<file path="src/rtl/inst_fetch_ctrl_if.sv">
// Programming stream, inst_memory bus and decode-side fetch signals for inst_fetch_ctrl.
// The master modport is the fetch controller. The slave modport is its environment.
interface inst_fetch_ctrl_if #(
    parameter int unsigned PC_BITS   = 8,
    parameter int unsigned INST_WORD = 32,
    parameter int unsigned BYTE_SIZE = 8
);
    logic                 i_prog_mode;
    logic                 i_prog_valid;
    logic [BYTE_SIZE-1:0] i_prog_byte;
    logic                 o_prog_ready;
    logic                 o_prog_overflow;
    logic                 i_stall;
    logic                 i_branch_taken;
    logic [PC_BITS-1:0]   i_branch_target;
    logic [PC_BITS-1:0]   o_mem_address;
    logic [BYTE_SIZE-1:0] o_mem_data;
    logic                 o_mem_cs;
    logic [INST_WORD-1:0] i_mem_data;
    logic [INST_WORD-1:0] o_inst;
    logic [PC_BITS-1:0]   o_inst_pc;
    logic                 o_inst_valid;

    modport master (
        input  i_prog_mode, i_prog_valid, i_prog_byte, i_stall, i_branch_taken,
               i_branch_target, i_mem_data,
        output o_prog_ready, o_prog_overflow, o_mem_address, o_mem_data, o_mem_cs,
               o_inst, o_inst_pc, o_inst_valid
    );

    modport slave (
        output i_prog_mode, i_prog_valid, i_prog_byte, i_stall, i_branch_taken,
               i_branch_target, i_mem_data,
        input  o_prog_ready, o_prog_overflow, o_mem_address, o_mem_data, o_mem_cs,
               o_inst, o_inst_pc, o_inst_valid
    );
endinterface

</file>
<file path="src/rtl/inst_fetch_ctrl.sv">
// Sole driver of inst_memory. It loads the program byte by byte from the programming
// stream, then fetches 32-bit words with stall and branch redirect.
module inst_fetch_ctrl #(
    parameter int unsigned        PC_BITS   = 8,
    parameter int unsigned        INST_WORD = 32,
    parameter int unsigned        BYTE_SIZE = 8,
    parameter logic [PC_BITS-1:0] RESET_PC  = '0
) (
    input  logic              i_clk,
    input  logic              i_rst_n,
    inst_fetch_ctrl_if.master bus
);
    typedef enum logic [1:0] {IDLE, LOAD, WRITE, RUN} state_t;

    state_t               state;
    logic [PC_BITS-1:0]   wr_ptr;
    logic [PC_BITS-1:0]   wr_addr;
    logic [PC_BITS-1:0]   pc;
    logic [BYTE_SIZE-1:0] wr_data;
    logic                 ready_q;
    logic                 cs_q;
    logic                 overflow_q;
    logic [INST_WORD-1:0] inst_q;
    logic [PC_BITS-1:0]   inst_pc_q;
    logic                 valid_q;

    localparam logic [PC_BITS-1:0] PC_START = {RESET_PC[PC_BITS-1:2], 2'b00};

    always_ff @(posedge i_clk or negedge i_rst_n) begin
        if (!i_rst_n) begin
            state      <= IDLE;
            wr_ptr     <= '0;
            wr_addr    <= '0;
            pc         <= PC_START;
            wr_data    <= '0;
            ready_q    <= 1'b0;
            cs_q       <= 1'b0;
            overflow_q <= 1'b0;
            inst_q     <= '0;
            inst_pc_q  <= '0;
            valid_q    <= 1'b0;
        end else begin
            case (state)
                IDLE: begin
                    cs_q    <= 1'b0;
                    valid_q <= 1'b0;
                    if (bus.i_prog_mode) begin
                        state      <= LOAD;
                        ready_q    <= 1'b1;
                        wr_ptr     <= '0;
                        overflow_q <= 1'b0;
                    end else begin
                        state   <= RUN;
                        ready_q <= 1'b0;
                        pc      <= PC_START;
                    end
                end
                LOAD: begin
                    // An offered byte is taken before a mode drop is honoured
                    if (bus.i_prog_valid && ready_q) begin
                        wr_data <= bus.i_prog_byte;
                        wr_addr <= wr_ptr;
                        cs_q    <= 1'b1;
                        ready_q <= 1'b0;
                        state   <= WRITE;
                    end else if (!bus.i_prog_mode) begin
                        ready_q <= 1'b0;
                        state   <= IDLE;
                    end
                end
                WRITE: begin
                    cs_q    <= 1'b0;
                    ready_q <= 1'b1;
                    wr_ptr  <= wr_ptr + PC_BITS'(1);
                    if (&wr_ptr)
                        overflow_q <= 1'b1;
                    state <= LOAD;
                end
                RUN: begin
                    if (bus.i_prog_mode) begin
                        valid_q <= 1'b0;
                        state   <= IDLE;
                    end else if (bus.i_branch_taken) begin
                        pc      <= {bus.i_branch_target[PC_BITS-1:2], 2'b00};
                        valid_q <= 1'b0;
                    end else if (!bus.i_stall) begin
                        inst_q    <= bus.i_mem_data;
                        inst_pc_q <= pc;
                        valid_q   <= 1'b1;
                        pc        <= pc + PC_BITS'(4);
                    end
                end
                default: state <= IDLE;
            endcase
        end
    end

    // The PC owns the memory address only in RUN, so a reset or load shows the write address
    assign bus.o_mem_address   = (state == RUN) ? pc : wr_addr;
    assign bus.o_mem_data      = wr_data;
    assign bus.o_mem_cs        = cs_q;
    assign bus.o_prog_ready    = ready_q;
    assign bus.o_prog_overflow = overflow_q;
    assign bus.o_inst          = inst_q;
    assign bus.o_inst_pc       = inst_pc_q;
    assign bus.o_inst_valid    = valid_q;
endmodule
</file>
<file path="src/flat_wrapper.sv">
// flat-port wrapper written by rule: the top's interface ports become plain ports
module inst_fetch_ctrl_flat 
#(
    parameter int unsigned        PC_BITS   = 8,
    parameter int unsigned        INST_WORD = 32,
    parameter int unsigned        BYTE_SIZE = 8,
    parameter logic [PC_BITS-1:0] RESET_PC  = '0
)
  (i_clk, i_rst_n, bus_i_prog_mode, bus_i_prog_valid, bus_i_prog_byte, bus_i_stall, bus_i_branch_taken, bus_i_branch_target, bus_i_mem_data, bus_o_prog_ready, bus_o_prog_overflow, bus_o_mem_address, bus_o_mem_data, bus_o_mem_cs, bus_o_inst, bus_o_inst_pc, bus_o_inst_valid);
  inst_fetch_ctrl_if #(.PC_BITS(PC_BITS), .INST_WORD(INST_WORD), .BYTE_SIZE(BYTE_SIZE)) bus_i ();
  input  logic i_clk;
  input  logic i_rst_n;
  input wire logic [$bits(bus_i.i_prog_mode)-1:0] bus_i_prog_mode;
  input wire logic [$bits(bus_i.i_prog_valid)-1:0] bus_i_prog_valid;
  input wire logic [$bits(bus_i.i_prog_byte)-1:0] bus_i_prog_byte;
  input wire logic [$bits(bus_i.i_stall)-1:0] bus_i_stall;
  input wire logic [$bits(bus_i.i_branch_taken)-1:0] bus_i_branch_taken;
  input wire logic [$bits(bus_i.i_branch_target)-1:0] bus_i_branch_target;
  input wire logic [$bits(bus_i.i_mem_data)-1:0] bus_i_mem_data;
  output wire logic [$bits(bus_i.o_prog_ready)-1:0] bus_o_prog_ready;
  output wire logic [$bits(bus_i.o_prog_overflow)-1:0] bus_o_prog_overflow;
  output wire logic [$bits(bus_i.o_mem_address)-1:0] bus_o_mem_address;
  output wire logic [$bits(bus_i.o_mem_data)-1:0] bus_o_mem_data;
  output wire logic [$bits(bus_i.o_mem_cs)-1:0] bus_o_mem_cs;
  output wire logic [$bits(bus_i.o_inst)-1:0] bus_o_inst;
  output wire logic [$bits(bus_i.o_inst_pc)-1:0] bus_o_inst_pc;
  output wire logic [$bits(bus_i.o_inst_valid)-1:0] bus_o_inst_valid;
  assign bus_i.i_prog_mode = bus_i_prog_mode;
  assign bus_i.i_prog_valid = bus_i_prog_valid;
  assign bus_i.i_prog_byte = bus_i_prog_byte;
  assign bus_i.i_stall = bus_i_stall;
  assign bus_i.i_branch_taken = bus_i_branch_taken;
  assign bus_i.i_branch_target = bus_i_branch_target;
  assign bus_i.i_mem_data = bus_i_mem_data;
  assign bus_o_prog_ready = bus_i.o_prog_ready;
  assign bus_o_prog_overflow = bus_i.o_prog_overflow;
  assign bus_o_mem_address = bus_i.o_mem_address;
  assign bus_o_mem_data = bus_i.o_mem_data;
  assign bus_o_mem_cs = bus_i.o_mem_cs;
  assign bus_o_inst = bus_i.o_inst;
  assign bus_o_inst_pc = bus_i.o_inst_pc;
  assign bus_o_inst_valid = bus_i.o_inst_valid;
  inst_fetch_ctrl #(.PC_BITS(PC_BITS), .INST_WORD(INST_WORD), .BYTE_SIZE(BYTE_SIZE), .RESET_PC(RESET_PC)) u_core (.i_clk(i_clk), .i_rst_n(i_rst_n), .bus(bus_i));
endmodule
</file>
<file path="config.mk">
export PLATFORM = sky130hd
export DESIGN_NAME = inst_fetch_ctrl_flat
export DESIGN_NICKNAME = d
export VERILOG_FILES = /design/src/rtl/inst_fetch_ctrl_if.sv /design/src/rtl/inst_fetch_ctrl.sv /design/src/flat_wrapper.sv
export SDC_FILE = /design/constraint.sdc
export NUM_CORES = 1
export LEC_CHECK = 0
export ABC_AREA = 1
export BUFFER_PORTS_ARGS = -buffer_cell sky130_fd_sc_hd__buf_2
export CORE_ASPECT_RATIO = 2
export CORE_MARGIN = 4
export CORE_UTILIZATION = 52
export CTS_BUF_LIST = sky130_fd_sc_hd__clkbuf_4
export CTS_CLUSTER_DIAMETER = 50
export DETAILED_ROUTE_END_ITERATION = 8
export GPL_TIMING_DRIVEN = 0
export PLACE_DENSITY = 0.86
export REMOVE_ABC_BUFFERS = 1
export SYNTH_ARGS = -nofsm -noshare
export SYNTH_HDL_FRONTEND = slang
export SYNTH_SLANG_ARGS = --single-unit
export TNS_END_PERCENT = 50
</file>
<file path="constraint.sdc">
create_clock -name i_clk -period 2.05 [get_ports i_clk]
set_clock_uncertainty 0.15 [all_clocks]
set_input_delay 0.205 -clock i_clk [delete_from_list [all_inputs] [get_ports i_clk]]
set_output_delay 0.205 -clock i_clk [all_outputs]
set_load 0.01 [all_outputs]
</file>
## Word-level counts from Yosys, hierarchy flattened

Index checks and enable logic that the tools add are counted.

| storage, ports and cells | value |
|---|---|
| memories kept | 0 |
| output and inout port bits | 60 |
| word-level logic and storage cells | 71 |
| bits in writable memories | 0 |
| ROM bits | 0 |
| flip-flop bits (word level) | 78 |
| latch bits | 0 |

| operators by class | value |
|---|---|
| div/mod/pow operators | 0 |
| equality and inequality tests | 12 |
| shift-type cells | 0 |
| reduce and logical (&&, ||, !) cells | 17 |
| bitwise gates (word level) | 3 |
| multipliers | 0 |
| add/subtract/negate cells | 2 |
| order comparisons | 0 |
| muxes and demuxes | 26 |

Operator list:

| cell | number |
|---|---|
| $mux W8 | 6 |
| $pmux W8 S2 | 2 |
| $reduce_and A2 Y1 | 6 |
| $mux W1 | 9 |
| $add A8 B1 Y8 const B | 1 |
| $add A8 B3 Y8 const B | 1 |
| $mux W2 | 4 |
| $ne A2 B2 Y1 const B | 4 |
| $pmux W2 S4 | 1 |
| $reduce_and A4 Y1 | 2 |
| $reduce_and A8 Y1 | 1 |
| $pmux W1 S2 | 3 |
| $reduce_bool A2 Y1 | 3 |
| $eq A2 B2 Y1 const B | 2 |
| $ne A2 B1 Y1 const B | 2 |
| $ne A4 B4 Y1 const B | 1 |
| $ne A3 B2 Y1 const B | 1 |
| $ne A3 B3 Y1 const B | 1 |
| $not A1 Y1 | 3 |
| $pmux W1 S3 | 1 |
| $reduce_and A3 Y1 | 1 |
| $reduce_bool A3 Y1 | 1 |
| $eq A2 B1 Y1 const B | 1 |
| $logic_not A2 Y1 | 1 |
| other kinds (2) | 2 |

## Longest topological paths before layout

| logic depth | value |
|---|---|
| word-level depth | 5 |
| mapped depth | 8 |

## Least setup slack after synthesis

Ideal clock, no wire load.

| path | value |
|---|---|
| kind | flip-flop to flip-flop |
| from | register u_core.state[0] |
| to | register u_core.pc[4] |
| setup time | 0.131 ns |
| cell stages (with the launch flop) | 9 |
| data arrival time | 1.256 ns |
| path buffers | 0 |
| period minus slack after synthesis | 1.537 ns |
| data required time | 1.769 ns |
| setup slack | 0.513 ns |
| path through | dfrtp_1 inv_1 ha_1 nand2_1 nand2_1 a21oi_2 inv_1 nand2_1 o21ai_0 |

| between the ends | value |
|---|---|
| longest elaborated chain between the ends | 3 |

Ends and longest elaborated chain:

| what | RTL line | RTL |
|---|---|---|
| from (decl) | inst_fetch_ctrl.sv:15 | `state_t state;` |
| from (signal assigned) | inst_fetch_ctrl.sv:31 | `state <= IDLE;` |
| from (signal assigned) | inst_fetch_ctrl.sv:48 | `state <= LOAD;` |
| from (signal assigned) | inst_fetch_ctrl.sv:53 | `state <= RUN;` |
| $eq A2 B2 Y1 / $logic_not A2 Y1 (equally long branches) | inst_fetch_ctrl.sv:43 | `case (state)` |
| $ne A3 B3 Y1 (no line), or another cell as far along | n/a |  |
| $reduce_and A4 Y1 (no line) | n/a |  |
| to (signal assigned) | inst_fetch_ctrl.sv:84 | `pc <= {bus.i_branch_target[PC_BITS-1:2], 2'b00};` |
| to (signal assigned) | inst_fetch_ctrl.sv:90 | `pc <= pc + PC_BITS'(4);` |
| to (decl) | inst_fetch_ctrl.sv:18 | `logic [PC_BITS-1:0] pc;` |

Parallel ways exist; a longest one is shown, timed or not.
A chain may end at the register's enable or synchronous reset.

## Worst setup path after layout

| path | value |
|---|---|
| from | register u_core.state[0] |
| to | output port bus_o_mem_address[3] |

| between the ends | value |
|---|---|
| longest elaborated chain between the ends | 2 |

Ends and longest elaborated chain:

| what | RTL line | RTL |
|---|---|---|
| $eq A2 B2 Y1 | inst_fetch_ctrl.sv:99 | `assign bus.o_mem_address = (state == RUN) ? pc : wr_addr;` |
| $mux W8 | inst_fetch_ctrl.sv:99 |  |
| to (decl) | flat_wrapper.sv:22 | `output wire logic [$bits(bus_i.o_mem_address)-1:0] bus_o_mem_address;` |

No other way between the ends.

==> implementation parameters <==
Parameter                              Value

Worst setup path
  CP Launch Type ... register
  Slowest cell on the critical path ... sky130_fd_sc_hd__dfrtp_2
  Critical-path maximum fanout ... 15
  Buffer and inverter count on the worst path ... 2
  Worst setup path category ... reg2out
  Cell-by-cell trace of the critical path ... ha_4 > inv_4 > nand2_1 > o21ai_1 > buf_2
  Peak per-stage delay on the critical path ... 460 ps
  Cell type group with the largest total delay on the critical path ... flip-flops
  Register-to-Register Setup Slack ... 200 ps
  CP Data Arrival Time ... approximately 1600 ps
  Worst flop-to-flop path startpoint ... u_core.state[0]
  Worst setup path startpoint ... u_core.state[0]
  Worst Reg-to-Reg Cells ... 7
  Worst setup EP type ... primary output
  Capture instance of the worst register-to-register path ... u_core.pc[5]
  End point of the critical path ... bus_o_mem_address[3]
  Path length in cells of the critical path ... 5
  WP data required ... around 1700 ps

Floorplan
  Initial Util ... 0.536
  Die Outline Area ... around 0.008 mm2
  Floorplan core area ... roughly 0.0064 mm2
  I/O pin count ... 114
  Row count ... 41
  Y dimension of the die ... 122 um
  Die width ... 65.2 um

Routing
  Post-DR vias/cell ... 5.30
  Drt total wl ... between 9 and 10 mm
  WL/cell ... 15.2 um
  Detailed-route via count ... 3475
  DR iter-0 viols ... slightly above 300
  DRC violation count after routing ... 0
  Pre-Repair DR Iteration Count ... 5
  Antenna violation net count after detailed routing ... 0

Global route
  Global routing usage summed across all routing layers ... 0.259
  Pin count of the biggest net entering global routing ... 75
  Wire length of the first global-routing pass ... between 15 and 20 mm
  Number of global-route vias before repair ... 3409
  Antenna violations before repair ... 0
  Global-route congestion overflow total ... 0

Clocking
  Later-pin clock latency in the skew report ... 420 ps
  Root Driver ... sky130_fd_sc_hd__clkbuf_4
  H-tree Lvls ... 3
  CTS clk-pin slew, worst paths ... 110 ps
  Number of buffers created by CTS ... 9
  Clock tree from TritonCTS ... done
  Total clock sinks ... 74
  Buffer levels on the longest clock path ... 2

Final layout
  Area growth from synthesis to layout ... 35.6%
  Total inserted antenna cells ... 0
  Final-stage net count ... 628
  Final core utilization ... 0.726
  Fraction of final layout cells with drive strength greater than 1 ... 0.242
  Area of the multi-input gates ... 0.00140 mm2
  Sequential Area ... 0.00185 mm2
  Design area ... 0.00462 mm2
  Fill cell total of the finished layout ... 479

Logic synthesis
  Share of synthesized area occupied by flip-flops and latches ... 0.544
  Number of warning messages in the yosys log ... 0
  Most frequent cells after synthesis ... 160 x sky130_fd_sc_hd__nand2_1, 74 x sky130_fd_sc_hd__dfrtp_1, 44 x sky130_fd_sc_hd__nand3_1
  Leading cell type by number of instances after synthesis ... sky130_fd_sc_hd__nand2_1
  Count of distinct cell types in the synthesized netlist ... 29
  Mean cell area of the mapped netlist ... just over 8 um2
  Area share of the leading cell type in the synthesized netlist ... 0.544
  Synthesized netlist cell count ... 414
  Count of flip-flops with a built-in enable after synthesis ... 0
  Async S/R FF share, synth ... 1.00
  Mapped Area ... 0.00341 mm2
  Synth Flop Type ... sky130_fd_sc_hd__dfrtp_1
  Count of state elements after synthesis ... 74
  Largest cells by area after synthesis ... sky130_fd_sc_hd__dfrtp_1 54%, sky130_fd_sc_hd__nand2_1 18%, sky130_fd_sc_hd__nand3_1 6.5%
  Cell taking the most area after synthesis ... sky130_fd_sc_hd__dfrtp_1

STA
  Total count of hold-check failures in the final report ... 0
  Count of final max-slew check failures ... 0
  Max-Slew Margin vs Limit ... 0.386
  Share of the cycle needed by the critical path after routing ... 0.942
  Crit path time final ... between 1500 and 2000 ps
  Final sum of negative setup slack ... 0 ps
  Setup repair after global routing missed its margin ... false
  Setup-violating endpoint count in the final report ... 0
  Peak clock frequency supported by timing ... a little over 500 MHz
  Measured slew at the worst slew-check pin ... 921 ps

Power and ir drop
  Maximum vdd ir drop ... 0.772 mV
  Clock Power Share ... 0.171
  Switching share of power ... 0.397
  Relative contribution of combinational cells to total power ... 0.387
  Switch Pwr ... 2.02 mW
  Power density cells ... 1100 mW/mm2
  Portion of total power attributed to sequential cells ... 0.443
  Internal power component ... between 3 and 4 mW
  Total power ... 5.09 mW
  Leak pwr ... 2.49 nW

Outcome
  Result of the run ... finished clean

Worst hold path
  Kind of path behind the tightest hold check ... in2reg
  WHS Path Cells ... 3
  Critical hold path startpoint ... bus_i_branch_target[3]

Run
  Number of maximum-capacitance constraint violations ... 0

Placed design
  Placed Area ... ~0.0040 mm2
  Final Wtd Congestion ... roughly 0.82
  Port Buffer Count ... 109
  Post-DP HPWL ... 6.02 mm
==> flip-flops by register name, indices dropped and copies added (netlist names) <==
| name | count |
|---|---|
| u_core.state | 2 |
| u_core.bus.o_mem_data | 8 |
| u_core.bus.o_prog_overflow | 1 |
| u_core.bus.o_inst | 32 |
| u_core.bus.o_inst_pc | 6 |
| u_core.bus.o_inst_valid | 1 |
| u_core.bus.o_mem_cs | 1 |
| u_core.wr_ptr | 8 |
| u_core.bus.o_prog_ready | 1 |
| u_core.pc | 6 |
| u_core.wr_addr | 8 |
==> timing repair <==
action	CTS	global route
hold endpoints to repair	119	0
setup endpoints to repair	47	21
hold buffers	46	0
cloned	1	0
resized for setup	3	7
setup buffers	1	0
pin swaps	1	0
==> layer usage <==
layer  up-vias  track usage  wire length, um
met5         -            0                0
met4         0        0.117              390
met3        46       0.0650              619
met2       172        0.465             5470
met1      1622        0.281             3500
li1       1635            -                -
==> power by group through the flow <==
stage | registers, mW | clock network, mW | logic, mW
5_1_grt | 2.30 | 0.953 | 2.19
6_report | 2.25 | 0.868 | 1.97
3_5_place_dp | 2.23 | 0 | 1.81
3_3_place_gp | 2.20 | 0 | 1.73
4_1_cts | 2.20 | 0.887 | 1.91
2_1_floorplan | 2.41 | 0 | 0.839
==> worst reg2reg max path, delay by kind of cell, from the launching register on <==
family	cells	cell delay (ps)
adder cells (fa/ha/maj)	1	390
AO/OA/AOI/OAI	1	70
flip-flops	1	430
buffers and inverters	2	210
AND/OR/NAND/NOR	3	530
==> cell type report <==
class,instances,area share
Tap cell,86,0.0233
Timing Repair Buffer,156,0.220
Sequential cell,74,0.401
Clock buffer,11,0.0179
Multi-Input combinational cell,297,0.304
Inverter,28,0.0241
Clock inverter,4,0.00948
==> cells in the final DEF, fill, tap and decap left out, drive strengths merged <==
master / instances
dlygate4sd3: 46
nand4: 6
clkbuf: 11
nor3: 3
nand3: 45
clkinvlp: 1
a21oi: 5
bufinv: 1
or2: 1
nor2: 22
o22ai: 2
ha: 8
a31oi: 1
o21ai: 38
buf: 110
nand2: 161
xor2: 1
conb: 2
o21bai: 2
inv: 27
dfrtp: 74
clkinv: 3
==> cell families after synthesis <==
kind of cell | after synthesis | share of synthesized area
AOI/OAI and AO/OA | 48 | 0.0753
xor gates and xnor gates | 1 | 0.00257
DFF | 74 | 0.544
adders and majority gates | 8 | 0.0294
buffers and inverters | 45 | 0.0577
other | 1 | 0.00110
and+or+nand+nor | 237 | 0.290
==> metrics by stage <==
stage / cells / setup slack (ps) / hold slack [ps]
6_report: 656 / 119 / 24.5
2_1_floorplan: 398 / 127 / -241
4_1_cts: 656 / 12.3 / 6.98
3_5_place_dp: 593 / -474 / 251
5_1_grt: 656 / 18.3 / 35.3
3_3_place_gp: 593 / -399 / 250
==> how the worst min path moves through the flow <==
stage | slack [ps] | end
floorplan | -240 | u_core.bus.o_inst[0]
global placement | 250 | u_core.bus.o_mem_data[1]
detailed placement | 250 | u_core.bus.o_inst_pc[6]
CTS | 7 | u_core.pc[3]
global route | 40 | u_core.pc[3]
finish | 20 | u_core.pc[3]
Power figures use the tool's default switching activity.
